**src/rtl/uart_tx_arbiter.sv**
```systemverilog
// Four-way round-robin arbiter feeding one UART transmitter, with per-owner burst
// locking (forced release after MAX_BURST bytes) and a lock idle timeout.
//
// state  | meaning
// IDLE   | wait for UART idle and a candidate; a held lock keeps grant on the owner
// ACCEPT | one-cycle req_ready strobe to the owner; capture its byte if valid
// ISSUE  | hold uart_wr_en until the UART drops uart_tx_ready
// DRAIN  | wait for UART idle; then keep or release the lock
module uart_tx_arbiter #(
    parameter int NUM_REQ      = 4,
    parameter int MAX_BURST    = 16,
    parameter int LOCK_TIMEOUT = 255
) (
    input  logic        clk,
    input  logic        reset_n,
    input  logic [3:0]  req_valid,
    input  logic [31:0] req_data,
    input  logic [3:0]  req_last,
    output logic [3:0]  req_ready,
    output logic [7:0]  uart_data,
    output logic        uart_wr_en,
    input  logic        uart_tx_ready,
    output logic [3:0]  grant,
    output logic        busy
);

    typedef enum logic [1:0] {IDLE, ACCEPT, ISSUE, DRAIN} state_t;

    state_t      state_q, state_d;
    logic [3:0]  grant_q, grant_d;
    logic [1:0]  owner_q, owner_d;
    logic [1:0]  ptr_q, ptr_d;
    logic        lock_q, lock_d;
    logic [4:0]  burst_q, burst_d;
    logic [7:0]  tmr_q, tmr_d;
    logic [7:0]  data_q, data_d;
    logic        last_q, last_d;

    logic        owner_valid;
    logic        timeout;
    logic        arb_locked;
    logic [1:0]  arb_ptr;
    logic [1:0]  idx;
    logic [1:0]  win;
    logic        found;

    assign owner_valid = req_valid[owner_q];
    // The lock timer is a down-counter; hitting zero on an idle owner releases the
    // lock and lets the other requesters arbitrate in that same cycle.
    assign timeout     = lock_q && !owner_valid && (tmr_q == 8'd0);
    assign arb_locked  = lock_q && !timeout;
    assign arb_ptr     = timeout ? owner_q + 2'd1 : ptr_q;

    always_comb begin
        found = 1'b0;
        win   = owner_q;
        idx   = arb_ptr;
        if (arb_locked) begin
            found = owner_valid;
        end else begin
            for (int i = 0; i < NUM_REQ; i++) begin
                idx = arb_ptr + 2'(i);
                if (!found && req_valid[idx]) begin
                    found = 1'b1;
                    win   = idx;
                end
            end
        end
    end

    always_comb begin
        state_d = state_q;
        grant_d = grant_q;
        owner_d = owner_q;
        ptr_d   = ptr_q;
        lock_d  = lock_q;
        burst_d = burst_q;
        tmr_d   = tmr_q;
        data_d  = data_q;
        last_d  = last_q;
        case (state_q)
            IDLE: begin
                if (lock_q && !owner_valid && (tmr_q != 8'd0)) begin
                    tmr_d = tmr_q - 8'd1;
                end
                if (timeout) begin
                    lock_d  = 1'b0;
                    burst_d = 5'd0;
                    ptr_d   = arb_ptr;
                    grant_d = 4'b0000;
                end
                if (uart_tx_ready && found) begin
                    grant_d = 4'b0001 << win;
                    owner_d = win;
                    state_d = ACCEPT;
                end
            end
            ACCEPT: begin
                if (owner_valid) begin
                    data_d  = req_data[{owner_q, 3'b000} +: 8];
                    last_d  = req_last[owner_q];
                    burst_d = burst_q + 5'd1;
                    state_d = ISSUE;
                end else begin
                    state_d = IDLE;
                    if (!lock_q) begin
                        grant_d = 4'b0000;
                    end
                end
            end
            ISSUE: begin
                if (!uart_tx_ready) begin
                    state_d = DRAIN;
                end
            end
            DRAIN: begin
                if (uart_tx_ready) begin
                    state_d = IDLE;
                    // last and a full burst together still release only once
                    if (last_q || (burst_q == 5'(MAX_BURST))) begin
                        lock_d  = 1'b0;
                        burst_d = 5'd0;
                        ptr_d   = owner_q + 2'd1;
                        grant_d = 4'b0000;
                    end else begin
                        lock_d = 1'b1;
                        tmr_d  = 8'(LOCK_TIMEOUT - 1);
                    end
                end
            end
            default: state_d = IDLE;
        endcase
    end

    always_ff @(posedge clk or negedge reset_n) begin
        if (!reset_n) begin
            state_q <= IDLE;
            grant_q <= 4'b0000;
            owner_q <= 2'd0;
            ptr_q   <= 2'd0;
            lock_q  <= 1'b0;
            burst_q <= 5'd0;
            tmr_q   <= 8'd0;
            data_q  <= 8'h00;
            last_q  <= 1'b0;
        end else begin
            state_q <= state_d;
            grant_q <= grant_d;
            owner_q <= owner_d;
            ptr_q   <= ptr_d;
            lock_q  <= lock_d;
            burst_q <= burst_d;
            tmr_q   <= tmr_d;
            data_q  <= data_d;
            last_q  <= last_d;
        end
    end

    assign req_ready  = (state_q == ACCEPT) ? grant_q : 4'b0000;
    assign uart_wr_en = (state_q == ISSUE);
    assign uart_data  = data_q;
    assign grant      = grant_q;
    assign busy       = (state_q != IDLE) || lock_q;

endmodule

```
**config.mk**
```make
export PLATFORM = sky130hd
export DESIGN_NAME = uart_tx_arbiter
export DESIGN_NICKNAME = d
export VERILOG_FILES = /design/src/rtl/uart_tx_arbiter.sv
export SDC_FILE = /design/constraint.sdc
export NUM_CORES = 1
export LEC_CHECK = 0
export BUFFER_PORTS_ARGS = -buffer_cell sky130_fd_sc_hd__buf_4
export CAP_MARGIN = 20
export CELL_PAD_IN_SITES_DETAIL_PLACEMENT = 2
export CELL_PAD_IN_SITES_GLOBAL_PLACEMENT = 2
export CORE_MARGIN = 4
export CORE_UTILIZATION = 32
export CTS_CLUSTER_SIZE = 12
export DETAILED_ROUTE_END_ITERATION = 8
export PLACE_DENSITY = 0.81
export SYNTH_ARGS = -nofsm -noshare
export SYNTH_HDL_FRONTEND = slang
export SYNTH_SLANG_ARGS = --single-unit
```
**constraint.sdc**
```tcl
create_clock -name clk -period 3 [get_ports clk]
set_input_delay 0.3 -clock clk [delete_from_list [all_inputs] [get_ports clk]]
set_output_delay 0.3 -clock clk [all_outputs]
set_load 0.005 [all_outputs]
```
Yosys cells after proc, flatten, opt, wreduce, memory -nomap -nowiden
Cells that the tools add are included.
Widths: inputs -> output; s select.
Word-level totals
  register bits: 33
  output and inout bits: 18
Cells by class
  $add $sub $neg: 6
  $lt $le $gt $ge: 5
  equal/unequal tests: 15
  shift operators: 2
  multiplexer cells: 56
  reductions and logical operators: 29
Operators by type and width (number)
  $shiftx 32x6->8: 1
  $mux 4: 7
  $mux 2: 13
  $mux 8: 3
  $mux 5: 4
  $ne 2x2->1 const B: 10
  $mux 1: 17
  $pmux 8 s2: 1
  $lt 2x3->1 const B: 5
  $pmux 5 s3: 1
  $bmux 1 s2: 6
  $pmux 4 s3: 1
  $logic_and 1x1->1: 8
  $logic_not 8->1: 1
  $pmux 2 s4: 1
  $reduce_and 4->1: 2
  $reduce_bool 8->1: 1
  $sub 8x1->8 const B: 1
  $reduce_and 3->1: 2
  $reduce_and 6->1: 1
  $add 5x1->5 const B: 1
  $eq 5x5->1 const B: 1
  $logic_not 1->1: 5
  $reduce_and 5->1: 1
  other kinds (13): 19

Longest topological paths before layout
  depth after elaboration: 25
  mapped depth: 10
  gate-level depth less buffers: 9

Worst setup path before layout
No wires, ideal clock.
  kind: register -> register
  start point: register owner_q[1]
  end point: register grant_q[3] (netlist: grant[3])
  setup time: 0.092 ns
  arrival: 2.626 ns
  data required time: 2.908 ns
  setup slack: 0.282 ns
  cell stages (with the launch flop): 11
  path buffers: 2
  clock period less this slack: 2.718 ns
  cells stage by stage: dfrtp_1 buf_6 mux2_4 o2bb2a_4 buf_6 or3_4 and2_4 a221oi_2 a21oi_1 or4_4 o31ai_2
Between the ends
  word-level cells in the longest chain between the ends: 25
Ends and longest elaborated chain
  from (decl): line 31  | logic [1:0] owner_q, owner_d;
  from (signal assigned): line 149  | owner_q <= owner_d;
  $bmux 1 s2: line 47  | assign owner_valid = req_valid[owner_q];
  $mux 1 (implied by the code): line 47
  $logic_not 1->1: line 50  | assign timeout = lock_q && !owner_valid && (tmr_q == 8'd0);
  $logic_and 1x1->1 (2 in a row): line 50
  $mux 2: line 52  | assign arb_ptr = timeout ? owner_q + 2'd1 : ptr_q;
  $bmux 1 s2: line 63  | if (!found && req_valid[idx]) begin
  $mux 1 (implied by the code): line 63
  $mux 1: line 63
  (+8 left out)
  $mux 1: line 58  | if (arb_locked) begin
  $logic_not 1->1: line 63
  $logic_and 1x1->1: line 63
  $mux 1 / $mux 2 (equally long branches): line 63
  $mux 1 / $mux 2 (equally long branches): line 58
  $logic_and 1x1->1 / $shl 1x2->4 (equally long branches): line 92, 93
  $ne 3x3->1 (no line) / $mux 4 (equally long branches)
  $reduce_and 6->1 (no line) / $pmux 4 s3 (equally long branches)
  to (signal assigned): line 148  | grant_q <= grant_d;
  to (decl): line 30  | logic [3:0] grant_q, grant_d;
Parallel ways exist; a longest one is shown, timed or not. The select of a mux whose other input is x is not followed.
A chain may end at the register's enable or synchronous reset.

Final worst setup path
  start point: register tmr_q[3]
  end point: register grant_q[1] (netlist: grant[1])
Between the ends
  word-level cells in the longest chain between the ends: 22
Ends and longest elaborated chain
  from (decl): line 35  | logic [7:0] tmr_q, tmr_d;
  from (signal assigned): line 153  | tmr_q <= tmr_d;
  $logic_not 8->1 *: line 50
  $logic_and 1x1->1 *: line 50
  $mux 2: line 52
  $bmux 1 s2: line 63
  $mux 1 (implied by the code): line 63
  $mux 1: line 63
  $mux 1: line 58
  $logic_not 1->1: line 63
  (+6 left out)
  $mux 1: line 58
  $logic_not 1->1: line 63
  $logic_and 1x1->1: line 63
  $mux 1 / $mux 2 (equally long branches): line 63
  $mux 1 / $mux 2 (equally long branches): line 58
  $logic_and 1x1->1 / $shl 1x2->4 (equally long branches): line 92, 93
  $ne 3x3->1 (no line) / $mux 4 (equally long branches)
  $reduce_and 6->1 (no line) / $pmux 4 s3 (equally long branches)
Mark *: on every way between the ends. The rest lies on a longest branch, timed or not. The select of a mux whose other input is x is not followed.

==> results_dict.tcl <==
set metrics [dict create \
    grtUsageMet3_pct 2.32 \
    reg2regPathDepth 8 \
    grt_pass1_vias 2602 \
    dp.final_hpwl_mm 6.50 \
    fin_crit_sh_pct 94.8 \
    criticalPathCategory "reg2reg" \
    synthCells 247 \
    run_status "finished clean" \
    rsz0062_at_grt "no" \
    gp_congestion 0.861 \
    critPathRequiredTime_ps 3200 \
    clock_sinks 33 \
    design_area_mm2 0.00308 \
    post-cts-setup-buffer-count 0 \
    finalHoldViolations 0 \
    ant_nets 0 \
    crit_path_max_fanout 7 \
    fin_skew_ps 3.98 \
    drt_iter0_drc 92 \
    drc 0 \
    hold_depth 2 \
    grt_util_all_layers_pct 20.2 \
    relSlewSlack_pct 59.7 \
    place_inst 407 \
    cts_buffers 5 \
    crit_path_end_kind "flip-flop" \
    wirelength_mm 8.57 \
    antenna_found_initial 0 \
    clk_path_buf_depth 2 \
    routedWlPerCell_um 20.7 \
    final-setup-viol-count 0 \
    ys.flop_type "dfrtp_1" \
    syn_area_per_cell_um2 9.55 \
    ys_seq_area_share_pct 35.0 \
    synth_nets 294 \
    crit_buf_inv 0 \
    area_growth_pct 30.6 \
    grt_max_degree 34 \
    whs_ps 292 \
    htreeDepth 2 \
    cpPeakStageDelay_ps 570 \
    worstSetupStartpointType "flip-flop" \
    start_util_pct 32.7 \
    synth_area_mm2 0.00236 \
    instances_no_fill 414 \
    cts.clk_slew.worst_paths_ps 70 \
    fin_nets 363 \
    crit_chain "nor4_4 -> nand3_2 -> or3_1 -> nand2_1 -> a21bo_2 -> a31oi_1 -> or4_4 -> o31ai_2" \
    tritoncts "built" \
    grt_first_pass_wirelength_mm 13.9 \
    maxCapViolCount 0 \
    routed_via_density 5.49 \
    dp_slack_ps -41.5 \
    dieArea_mm2 0.00881 \
    worst_path_max_delay_cell "or4_4" \
    pin_count 61 \
    overflow 0 \
    grt_util_met1_pct 23.7 \
    grtUsageMet2_pct 38.3 \
    worst_slew_pin_slew_ps 601 \
    ir_drop_mv 0.311 \
    fmax_mhz 351 \
    yosysWarnings 0 \
    die_x_um 93.9 \
    p_leak_uw 0.00136 \
    drive_gt1_share_pct 37.1 \
    ys_ff_latch 33 \
    crit_arrival_ps 3040 \
    grt_busiest_layer "met2" \
    vias 2271 \
    io_buffers 60 \
    place_area_mm2 0.00297 \
    coreArea_mm2 0.00721 \
    clockRootBuffer "clkbuf_8" \
    dr.pass1.iters 4 \
    ys_async_sr_fraction_pct 100 \
    yosysUniqueCellTypes 52 \
    powerDensity_mw_per_mm2 859 \
    fin_ws_ps 155 \
    layout_common_cells "buf_4, dfrtp_1, nand2_1" \
    hold_path_class "in2reg" \
    synth_edf_count 0 \
    crit_family "simple AND/OR/NAND/NOR gates" \
    layout_commonest_cell "buf_4" \
    diodes 0 \
    rows 31 \
    cp.depth 8 \
    slew_viol_final 0 \
    clock_latency_ps 280 \
    dieHeight_um 93.9 \
    fin_crit_ps 2840 \
]
cell usage after synthesis, drive strengths merged (3+ instances only):
cell type,count,area [um2]
nor3,4,20.0
or3,6,42.5
nand3,13,65.1
clkbuf,7,26.3
nor2b,4,25.0
nand4,3,18.8
nor2,16,60.1
mux4,10,225
nand2,28,105
and3,6,37.5
xor2,4,35.0
mux2,12,139
a21oi,8,40.0
dfrtp,33,826
inv,13,48.8
a211oi,3,22.5
o31ai,6,55.1
ha,4,50.1
nand4b,3,26.3
buf,6,40.0
nand3b,3,22.5
o21ai,19,95.1
and2,6,40.0
power breakdown:
group	switching [uW]	leakage [uW]	total, uW	internal [uW]
Sequential	227	0.000402	873	646
Combinational	760	0.000916	1460	698
Clock	163	0.0000399	315	153
Total	1150	0.00136	2650	1500
metrics by stage:
stage	TNS, ps	power (uW)	utilization, %
final	0	2650	42.7
after floorplan	0	1720	-
after global placement	0	2190	41.2
after detailed placement	-72.8	2300	41.2
after global routing	0	2860	42.7
after CTS	0	2650	42.4
logic make-up (layout without fill, tap and decap cells):
family / after synthesis / count (layout) / synth area share (%)
AOI/OAI and AO/OA: 56 / 56 / 17.4
and+or+nand+nor: 98 / 98 / 22.1
xor gates and xnor gates: 6 / 6 / 2.23
DFF: 33 / 33 / 35.0
adders and majority gates: 4 / 4 / 2.12
buffers and inverters: 26 / 94 / 4.88
muxes: 24 / 24 / 16.3
timing repair:
| item | CTS | global route |
|---|---|---|
| setup endpoints to repair | 3 | 6 |
| resized for setup | 1 | 4 |
| hold endpoints to repair | 33 | 0 |
| hold buffers | 1 | 0 |
registers in the layout, indices dropped and copies added, names as in the netlist, named ones only:
name / count
uart_data: 8
lock_q: 1
grant: 4
last_q: 1
owner_q: 2
burst_q: 5
ptr_q: 2
tmr_q: 8
state_q: 1
cell type report:
cell class | count | area [um2]
repair buffers | 75 | 566
inverters | 13 | 48.8
clock buffers | 5 | 68.8
clock inverters | 1 | 5.00
fillers | 829 | 4140
multi-input cells | 188 | 1440
well taps | 99 | 124
flip-flops and latches | 33 | 826
worst register-to-register path: cells and delay by family, from the launching register on:
kind | cells | cell delay (ps)
flops | 1 | 410
simple gates | 5 | 1840
compound gates | 3 | 510
worst paths after layout:
path | from | end | slack, ps
max | tmr_q[3] | grant[1] | 160
min in group asynchronous | reset_n | burst_q[1] | 510
min | uart_tx_ready | state_q[0] | 290
max in group asynchronous | reset_n | grant[1] | 2160
max reg2reg | tmr_q[3] | grant[1] | 160
min reg2reg | uart_data[0] | uart_data[0] | 510
routing by layer:
metal,up-vias,share of wire [%]
li1,1049,-
met1,1155,41
met2,53,55
met3,14,3.1
met4,0,1.5
met5,-,0
(Power assumes the default switching activity.)
